File: src/rtl/seed_collector.sv
// Samples a decimated random stream into a ChaCha20 key and nonce, skipping all-zero words,
// and offers the finished seed over valid/ready. Define SEED_HEALTH_CHECK_EN to add a repetition test.
module seed_collector #(
    parameter int N           = 32,
    parameter int KEY_WORDS   = 8,
    parameter int NONCE_WORDS = 3,
    parameter int SKIP        = 3,
    parameter int REP_LIMIT   = 4
) (
    input  logic                       clk,
    input  logic                       rst,
    input  logic [N-1:0]               rnd_in,
    input  logic                       req,
    output logic                       busy,
    output logic [N*KEY_WORDS-1:0]     key_out,
    output logic [N*NONCE_WORDS-1:0]   nonce_out,
    output logic                       seed_valid,
    input  logic                       seed_ready,
    output logic                       err
);

    localparam int W  = KEY_WORDS + NONCE_WORDS;
    localparam int IW = (W > 1) ? $clog2(W) : 1;
    localparam int DW = (SKIP > 0) ? $clog2(SKIP + 1) : 1;

    if (KEY_WORDS < 1 || NONCE_WORDS < 1 || SKIP < 0 || REP_LIMIT < 2) begin : g_param_check
        $error("seed_collector: illegal parameter set");
    end

`ifdef SEED_HEALTH_CHECK_EN
    typedef enum logic [1:0] {IDLE, COLLECT, HOLD, FAIL} state_t;
`else
    typedef enum logic [1:0] {IDLE, COLLECT, HOLD} state_t;
`endif

    state_t                   state_q, next_state;
    logic [DW-1:0]            dec_q;
    logic [IW-1:0]            widx_q;
    logic [N*KEY_WORDS-1:0]   key_q;
    logic [N*NONCE_WORDS-1:0] nonce_q;
    logic                     take, keep, last_word, start, rep_fail;

    assign start     = (state_q == IDLE) && req;
    assign take      = (state_q == COLLECT) && (dec_q == DW'(SKIP));
    assign keep      = take && (rnd_in != '0);
    assign last_word = (widx_q == IW'(W - 1));

`ifdef SEED_HEALTH_CHECK_EN
    localparam int RW = $clog2(REP_LIMIT + 1);

    logic [N-1:0]  last_q;
    logic [RW-1:0] rep_q, rep_next;

    // A run length of zero means no sample has been seen since COLLECT was entered.
    always_comb begin
        rep_next = ((rep_q != '0) && (rnd_in == last_q)) ? rep_q + 1'b1 : RW'(1);
        rep_fail = take && (rep_next == RW'(REP_LIMIT));
    end

    always_ff @(posedge clk) begin
        if (rst) begin
            rep_q  <= '0;
            last_q <= '0;
        end else if (start) begin
            rep_q  <= '0;
        end else if (take) begin
            rep_q  <= rep_next;
            last_q <= rnd_in;
        end
    end

    assign err = (state_q == FAIL);
`else
    assign rep_fail = 1'b0;
    assign err      = 1'b0;
`endif

    always_ff @(posedge clk) begin
        if (rst) state_q <= IDLE;
        else     state_q <= next_state;
    end

    // NOTE: next_state gets its default before the case, so no path leaves it unassigned (no latch).
    always_comb begin
        next_state = state_q;
        case (state_q)
            IDLE:    if (req) next_state = COLLECT;
            COLLECT: begin
`ifdef SEED_HEALTH_CHECK_EN
                if (rep_fail)               next_state = FAIL;
                else
`endif
                if (keep && last_word)      next_state = HOLD;
            end
            HOLD:    if (seed_ready) next_state = IDLE;
`ifdef SEED_HEALTH_CHECK_EN
            FAIL:    next_state = FAIL;
`endif
            default: next_state = IDLE;
        endcase
    end

    // NOTE: the seed buffers are reset as well, because key_out/nonce_out must read 0 after reset.
    always_ff @(posedge clk) begin
        if (rst) begin
            dec_q   <= '0;
            widx_q  <= '0;
            key_q   <= '0;
            nonce_q <= '0;
        end else if (start) begin
            dec_q  <= '0;
            widx_q <= '0;
        end else if (state_q == COLLECT) begin
            dec_q <= take ? '0 : dec_q + 1'b1;
            if (keep) begin
                widx_q <= widx_q + 1'b1;
                for (int k = 0; k < KEY_WORDS; k++)
                    if (widx_q == IW'(k)) key_q[N*k +: N] <= rnd_in;
                for (int j = 0; j < NONCE_WORDS; j++)
                    if (widx_q == IW'(KEY_WORDS + j)) nonce_q[N*j +: N] <= rnd_in;
            end
        end
    end

    assign busy       = (state_q != IDLE);
    assign seed_valid = (state_q == HOLD);
    assign key_out    = key_q;
    assign nonce_out  = nonce_q;

endmodule

File: config.mk
export PLATFORM = sky130hd
export DESIGN_NAME = seed_collector
export DESIGN_NICKNAME = d
export VERILOG_FILES = /design/src/rtl/seed_collector.sv
export SDC_FILE = /design/constraint.sdc
export NUM_CORES = 1
export LEC_CHECK = 0
export BUFFER_PORTS_ARGS = -buffer_cell sky130_fd_sc_hd__buf_4
export CORE_ASPECT_RATIO = 0.7
export CORE_UTILIZATION = 55
export CTS_BUF_LIST = sky130_fd_sc_hd__clkbuf_4 sky130_fd_sc_hd__clkbuf_8 sky130_fd_sc_hd__clkbuf_16
export DETAILED_ROUTE_END_ITERATION = 12
export GPL_TIMING_DRIVEN = 0
export PLACE_DENSITY_LB_ADDON = 0.08
export SYNTH_ARGS = -nofsm -noshare
export SYNTH_HDL_FRONTEND = slang
export SYNTH_SLANG_ARGS = --single-unit
File: constraint.sdc
create_clock -name clk -period 4.4 [get_ports clk]
set_input_delay 0.66 -clock clk [delete_from_list [all_inputs] [get_ports clk]]
set_output_delay 0.66 -clock clk [all_outputs]
set_load 0.01 [all_outputs]
==> metrics.md, run 1 <==
| Metric | Value |
|---|---|
| Sequential area share after synthesis | 49.28% |
| Status | complete, no violations |
| Setup TNS | 0 ps |
| Buffer cell driving the clock tree root | sky130_fd_sc_hd__clkbuf_16 |
| Synth top area share | 49.28% |
| Top cells by area, synth | sky130_fd_sc_hd__dfxtp_1 (49%), sky130_fd_sc_hd__mux2i_1 (24%), sky130_fd_sc_hd__nand2b_1 (16%), sky130_fd_sc_hd__buf_12 (2.9%), sky130_fd_sc_hd__clkbuf_1 (2.0%) |
| Count of pins on the block boundary | 391 |
| Post_cts resized | 0 |
| Predominant post-synthesis flop cell | sky130_fd_sc_hd__dfxtp_1 |
| Antenna-violating nets left | 0 |
| Net count, final | 1760 |
| Total of warnings raised by yosys | 0 |
| CP dominant cell by count | sky130_fd_sc_hd__buf_4 |
| Per-instance average area after synthesis | 11.30 sq um |
| Leakage | 0.009948 uW |
| DIE AREA | 27260 sq um |
| Tot GR Track Use | 31.63% |
| Height of the die | 138.4 um |
| Flip-flop and latch count after synthesis | 360 |
| Area added between synthesis and finish | 30.94% |
| Via count of the first global-routing pass | 10797 |
| Maximum VDD drop | 0.2889 mV |
| Largest net degree at the start of global routing | 16 |
| Setup repair after global routing missed its margin | no |
| Layout Skew | 14.09 ps |
| Width of the die | 196.9 um |
| Post-synth EDFFs | 0 |
| Launch instance of the worst register-to-register path | dec_q[0] |
| Initial Utilization | 56.53% |
| Arrival time of data at the critical path endpoint | 2660 ps |
| Half-perimeter wire length of the detailed placement result | 32.28 mm |
| Reg2Reg Setup Slack | 2280 ps |
| Slew HR | 37.97% |
| Worst-path cell with the longest stage delay | sky130_fd_sc_hd__o21ai_4 |
| Total DRC errors in the routed layout | 0 |
| Worst reg2reg endpoint | key_out[88] |
| First DRT Iteration DRCs | 537 |
| Post-Syn Nets | 1335 |
| Chain of cells forming the critical path | buf_4 -> nor4_1 -> nand4_1 -> buf_4 -> o21ai_4 -> buf_12 -> mux2i_1 |
| Clock period minus worst slack | 2245 ps |
| Required time of the critical path | 4810 ps |
| Setup crit start kind | input pin |
| Row count | 49 |
| Via count | 10893 |
| Port Buf Inserts | 388 |
| H-tree lvl count | 2 |
| Number of different library cells in the post-synthesis netlist | 32 |
| Clock slew at the register clock pins of the worst setup and hold paths | 60 ps |
| Power Dens Cells | 344.3 nW/um^2 |
| Final-report hold violation count | 0 |
| Cell count after placement | 2039 |
| Number of max-cap violations | 0 |
| Endpoint kind of the worst setup timing path | register |
| Synth area leader | sky130_fd_sc_hd__dfxtp_1 |
| Most common cell after layout, fill and taps aside | sky130_fd_sc_hd__buf_4 |
| Number of buffers inserted by hold repair at cts | 0 |
| Cells on worst reg2reg path | 7 |
| Final setup violation count | 0 |
| Max Buffers Root-to-Sink | 3 |
| Antenna violations before repair | 0 |
| Max FO, Critical Path | 10 |
| Largest stage delay on the critical path | 430 ps |
| Clk_lat worst skew | 510 ps |
| Final wirelength | 44.35 mm |
| Number of vias per cell after detailed routing | 5.192 |
| Final Max Tran Viols | 0 |
| Cell count after synthesis | 1294 |
| Antenna cells | 0 |
| Mapped Area | 14630 sq um |
| Transition at the pin with the smallest max-transition slack | 930.5 ps |
| Crit. Startpoint | rnd_in[1] |
| Category of the most critical setup path | input pin to register |
| # Post-CTS Setup Buffers | 0 |
| Congestion Overflow GR | 0 |
| CTS Sinks | 360 |
| End of the critical path | key_out[56] |
| Final core utilization | 74.02% |
| First-pass DRT Iterations | 5 |
| Fraction of registers with async set/reset | 0% |
| Highest-count cells in the layout ignoring fill and taps | sky130_fd_sc_hd__buf_4 (396), sky130_fd_sc_hd__nand2b_1 (385), sky130_fd_sc_hd__dfxtp_1 (360), sky130_fd_sc_hd__mux2i_1 (357), sky130_fd_sc_hd__clkbuf_1 (76) |
| Final std cells w/o fill | 2098 |
| Post-DR wirelength/cell | 21.14 um |
| FMAX | 445.4 MHz |
| Share of final-layout standard cells stronger than drive strength 1 | 28.78% |
| Final critical-path share of the clock period | 51.02% |
| TritonCTS clock tree | yes |
| Placer Congestion | 0.8662 |
| First-pass GRT wire length | 65.42 mm |
| Class of the tightest hold or removal check | input pin to register |
| Floorplan Core Area | 25870 sq um |
| Number of buffers created by CTS | 35 |
-- flip-flops by register name, summed over array words and instances, names as in the netlist --
name / flops
dec_q: 2
key_out: 256
state_q: 2
nonce_out: 96
widx_q: 4
-- cell type report --
class	count	area [sq um]
Timing Repair Buffer	388	2913
Tap cell	357	446.7
Sequential cell	360	7207
Fill cell	1929	6721
Multi-Input combinational cell	815	6549
Clock buffer	48	1027
Buffer	116	858.3
Inverter	3	11.26
Clock inverter	11	138.9
-- synthesized netlist by cell type (4+ instances only) --
library cell	number
sky130_fd_sc_hd__nand2b_1	385
sky130_fd_sc_hd__buf_6	6
sky130_fd_sc_hd__or2b_1	4
sky130_fd_sc_hd__clkbuf_1	76
sky130_fd_sc_hd__buf_2	5
sky130_fd_sc_hd__ha_1	5
sky130_fd_sc_hd__nand2_1	5
sky130_fd_sc_hd__nor2b_1	4
sky130_fd_sc_hd__nor2_1	10
sky130_fd_sc_hd__mux2i_1	357
sky130_fd_sc_hd__nor4_1	5
sky130_fd_sc_hd__nor3_1	4
sky130_fd_sc_hd__buf_4	8
sky130_fd_sc_hd__a21oi_1	4
sky130_fd_sc_hd__dfxtp_1	360
sky130_fd_sc_hd__buf_12	21
sky130_fd_sc_hd__o21ai_4	7
sky130_fd_sc_hd__nand4b_1	4
-- worst min path at each step --
| stage | cells after the start | startpoint | end | slack (ps) |
|---|---|---|---|---|
| 3_3_place_gp | 2 | key_out[73] | key_out[73] | 460 |
| 2_1_floorplan | 2 | widx_q[1] | widx_q[1] | 480 |
| 3_5_place_dp | 2 | key_out[121] | key_out[121] | 460 |
| 4_1_cts | 2 | req | state_q[0] | 390 |
| 5_1_grt | 2 | req | state_q[0] | 390 |
| 6_report | 2 | req | state_q[0] | 410 |
-- worst max-delay path, delay by kind of cell --
family,cells,cell delay [ps]
AND/OR/NAND/NOR,2,680
buffers and inverters,3,640
AO/OA/AOI/OAI,1,430
multiplexers,1,230
-- cells by family (layout without fill, tap and decap cells) --
| group | Yosys count | after routing | synth area share [%] |
|---|---|---|---|
| DFF | 360 | 360 | 49.28 |
| adders and majority gates | 5 | 5 | 0.4278 |
| other | 1 | 1 | 0.02564 |
| buffers and inverters | 119 | 566 | 5.946 |
| and+or+nand+nor | 430 | 430 | 18.39 |
| muxes | 357 | 357 | 24.43 |
| AOI/OAI and AO/OA | 22 | 22 | 1.497 |
-- where the power goes --
group | switching (uW) | internal, uW | leakage, uW
Combinational | 159 | 101 | 0.00646
Sequential | 0.944 | 3260 | 0.00290
Clock | 1260 | 1820 | 0.000586
Total | 1420 | 5180 | 0.00995
-- per-layer routing --
metal	GRT usage, %	part of all wire, %	vias up
met3	6.685	6.3	76
met2	50.27	45	344
met5	0	0	-
met4	10.85	3.3	0
met1	42.66	45	5343
li1	-	-	5130
-- per-stage QoR --
step	power, uW	hold slack, ps	cell area [sq um]	setup WS, ps
after floorplan	3476	480.0	14630	2366
after global placement	3587	458.8	17980	1699
after detailed placement	3590	464.4	17980	1666
after CTS	6614	392.7	19150	2176
after global routing	6754	385.6	19150	2073
final	6593	409.1	19150	2155
(Power assumes the default switching activity.)
==> run 2: changes to the inputs <==
--- a/config.mk
+++ b/config.mk
@@ -7,7 +7,7 @@
 export LEC_CHECK = 0
 export BUFFER_PORTS_ARGS = -buffer_cell sky130_fd_sc_hd__buf_4
 export CORE_ASPECT_RATIO = 0.7
-export CORE_UTILIZATION = 55
+export CORE_UTILIZATION = 48
 export CTS_BUF_LIST = sky130_fd_sc_hd__clkbuf_4 sky130_fd_sc_hd__clkbuf_8 sky130_fd_sc_hd__clkbuf_16
 export DETAILED_ROUTE_END_ITERATION = 12
 export GPL_TIMING_DRIVEN = 0
==> constraint.sdc (replaced) <==
create_clock -name clk -period 2 [get_ports clk]
set_input_delay 0.3 -clock clk [delete_from_list [all_inputs] [get_ports clk]]
set_output_delay 0.3 -clock clk [all_outputs]
set_load 0.01 [all_outputs]
==> metrics.md, run 2 (synthesis results as in run 1) <==
| Metric | Value |
|---|---|
| Status | complete, no violations (unchanged) |
| DIE AREA | 31180 sq um (was 27260 sq um) |
| Transition at the pin with the smallest max-transition slack | 1004 ps (was 930.5 ps) |
| Antenna violations before repair | 0 (unchanged) |
| Post-DR wirelength/cell | 21.40 um (was 21.14 um) |
| Final setup violation count | 0 (unchanged) |
| Number of fill cells in the layout | 2456 (was 1929) |
| Worst reg2reg endpoint | key_out[111] (was key_out[88]) |
| Combined area of the multi-input logic cells | 6556 sq um (was 6549 sq um) |
| Port Buf Inserts | 388 (unchanged) |
| Antenna cells | 0 (unchanged) |
| Net count, final | 1766 (was 1760) |
| Final cell area excluding filler cells | 19280 sq um (was 19150 sq um) |
| Number of vias per cell after detailed routing | 5.058 (was 5.192) |
| WHS Path Cells | 3 (was 2) |
| Endpoint kind of the worst setup timing path | register (unchanged) |
| Launch instance of the worst register-to-register path | dec_q[0] (unchanged) |
| Sequential cell area | 7207 sq um (unchanged) |
| Clock slew at the register clock pins of the worst setup and hold paths | 70 ps (was 60 ps) |
| Cell count after placement | 2094 (was 2039) |
| Number of flip-flops under the largest register name | 256 (unchanged) |
| Reg2Reg Setup Slack | 40 ps (was 2280 ps) |
| Width of the die | 210.6 um (was 196.9 um) |
| Post-detailed-placement cell area | 18050 sq um (was 17980 sq um) |
| Floorplan Core Area | 29970 sq um (was 25870 sq um) |
| Congestion Overflow GR | 0 (unchanged) |
| CP dominant cell by count | sky130_fd_sc_hd__buf_4 (unchanged) |
| Layout Skew | 17.92 ps (was 14.09 ps) |
| FMAX | 510.9 MHz |
| Height of the die | 148.0 um (was 138.4 um) |
| First DRT Iteration DRCs | 650 (was 537) |
| Start point of the worst hold path | seed_ready (was req) |
| Final-report hold violation count | 0 (unchanged) |
| Chain of cells forming the critical path | ha_2 -> nand4b_1 -> nor3_1 -> o21ai_0 -> buf_4 -> buf_4 -> mux2i_1 (was buf_4 -> nor4_1 -> nand4_1 -> buf_4 -> o21ai_4 -> buf_12 -> mux2i_1) |
| Maximum VDD drop | 0.4792 mV (was 0.2889 mV) |
| Setup repair after global routing missed its margin | yes (was no) |
| Leakage | 0.009966 uW (was 0.009948 uW) |
| Max Buffers Root-to-Sink | 3 (unchanged) |
| Worst-path cell with the longest stage delay | sky130_fd_sc_hd__dfxtp_1 (was sky130_fd_sc_hd__o21ai_4) |
| Power Dens Cells | 762.6 nW/um^2 (was 344.3 nW/um^2) |
| Category of the most critical setup path | register to register (was input pin to register) |
| Required time of the critical path | 2360 ps (was 4810 ps) |
| First-pass GRT wire length | 67.34 mm (was 65.42 mm) |
| Setup crit start kind | register (was input pin) |
| Most common cell after layout, fill and taps aside | sky130_fd_sc_hd__buf_4 (unchanged) |
| TritonCTS clock tree | yes (unchanged) |
| Arrival time of data at the critical path endpoint | 2320 ps (was 2660 ps) |
| Total DRC errors in the routed layout | 0 (unchanged) |
| Largest stage delay on the critical path | 360 ps (was 430 ps) |
| Clk_lat worst skew | 530 ps (was 510 ps) |
| First-pass DRT Iterations | 5 (unchanged) |
| Via count of the first global-routing pass | 10676 (was 10797) |
| Antenna-violating nets left | 0 (unchanged) |
| Slew HR | 33.09% (was 37.97%) |
| Final critical-path share of the clock period | 97.86% |
| Worst hold-check slack | 56.06 ps (was 409.1 ps) |
| Row count | 53 (was 49) |
| Buffer cell driving the clock tree root | sky130_fd_sc_hd__clkbuf_16 (unchanged) |
| Class of the tightest hold or removal check | input pin to register (unchanged) |
| Final std cells w/o fill | 2156 (was 2098) |
| Clock period minus worst slack | 1957 ps |
| Post-route total power | 14700 uW (was 6593 uW) |
| Number of buffers created by CTS | 37 (was 35) |
| Share of final-layout standard cells stronger than drive strength 1 | 28.96% (was 28.78%) |
| Highest-count cells in the layout ignoring fill and taps | sky130_fd_sc_hd__buf_4 (400), sky130_fd_sc_hd__nand2b_1 (385), sky130_fd_sc_hd__dfxtp_1 (360), sky130_fd_sc_hd__mux2i_1 (357), sky130_fd_sc_hd__clkbuf_1 (76) (was sky130_fd_sc_hd__buf_4 (396), sky130_fd_sc_hd__nand2b_1 (385), sky130_fd_sc_hd__dfxtp_1 (360), sky130_fd_sc_hd__mux2i_1 (357), sky130_fd_sc_hd__clkbuf_1 (76)) |
| H-tree lvl count | 2 (unchanged) |
| Min-Delay Endpoint | state_q[1] (was state_q[0]) |
| Number of max-cap violations | 0 (unchanged) |
| Via count | 10904 (was 10893) |
| Count of pins on the block boundary | 391 (unchanged) |
| Placer Congestion | 0.8597 (was 0.8662) |
| Tot GR Track Use | 28.94% (was 31.63%) |
| Half-perimeter wire length of the detailed placement result | 33.53 mm (was 32.28 mm) |
| Largest net degree at the start of global routing | 16 (unchanged) |
| Max FO, Critical Path | 10 (unchanged) |
| Initial Utilization | 48.79% (was 56.53%) |
| CTS Sinks | 360 (unchanged) |
| Cells on worst reg2reg path | 7 (unchanged) |
| Final Max Tran Viols | 0 (unchanged) |
| Final core utilization | 64.32% (was 74.02%) |
| Final wirelength | 46.14 mm (was 44.35 mm) |
| Area added between synthesis and finish | 31.82% (was 30.94%) |
==> run 2: stage by stage <==
step | setup WS [ps] | setup TNS (ps)
4_1_cts | 11.98 | 0
3_5_place_dp | -407.1 | -91740
6_report | 42.76 | 0
2_1_floorplan | 284.8 | 0
5_1_grt | -45.06 | -426.4
3_3_place_gp | -340.3 | -77490
==> run 2: how the worst max path moves through the flow <==
stage	start	endpoint	slack [ps]	depth (start not counted)
2_1_floorplan	dec_q[0]	key_out[69]	280	7
3_3_place_gp	rnd_in[1]	nonce_out[41]	-340	7
3_5_place_dp	rnd_in[1]	nonce_out[37]	-410	7
4_1_cts	dec_q[0]	key_out[77]	10	7
5_1_grt	widx_q[0]	key_out[82]	-50	8
6_report	dec_q[0]	key_out[111]	40	7
==> run 2: timing repair <==
| action | in CTS | in global routing |
|---|---|---|
| resized for setup | 2 | 3 |
| pin swaps | 0 | 1 |
| hold buffers | 1 | 0 |
| setup endpoints to repair | 22 | 73 |
| setup buffers | 0 | 3 |
| hold endpoints to repair | 1 | 0 |
==> run 2: cell type report <==
class | instances | share of cell area (%)
Tap cell | 412 | 2.674
Clock buffer | 44 | 5.205
Buffer | 116 | 4.465
Timing Repair Buffer | 392 | 15.28
Sequential cell | 360 | 37.38
Clock inverter | 14 | 0.9281
Multi-Input combinational cell | 815 | 34.01
Inverter | 3 | 0.05841
==> run 2: power breakdown <==
group	internal, uW	switching, uW	leakage [uW]
combinational	224	356	0.00648
sequential	7170	1.97	0.00290
clock	4070	2870	0.000587
total	11500	3230	0.00997
==> run 2: critical path, delay by kind of cell (launching register included) <==
kind | cells | cell delay (ps)
flip-flops | 1 | 360
adder cells (fa/ha/maj) | 1 | 240
multiplexers | 1 | 130
buffers and inverters | 2 | 440
AND/OR/NAND/NOR | 2 | 470
AO/OA/AOI/OAI | 1 | 130
==> run 2: layer usage <==
layer	global-route usage [%]	part of all wire (%)	up-vias
met2	44.50	45	331
met3	6.331	5.9	79
met5	0	0	-
met1	40.36	47	5366
met4	9.203	2.7	0
li1	-	-	5128
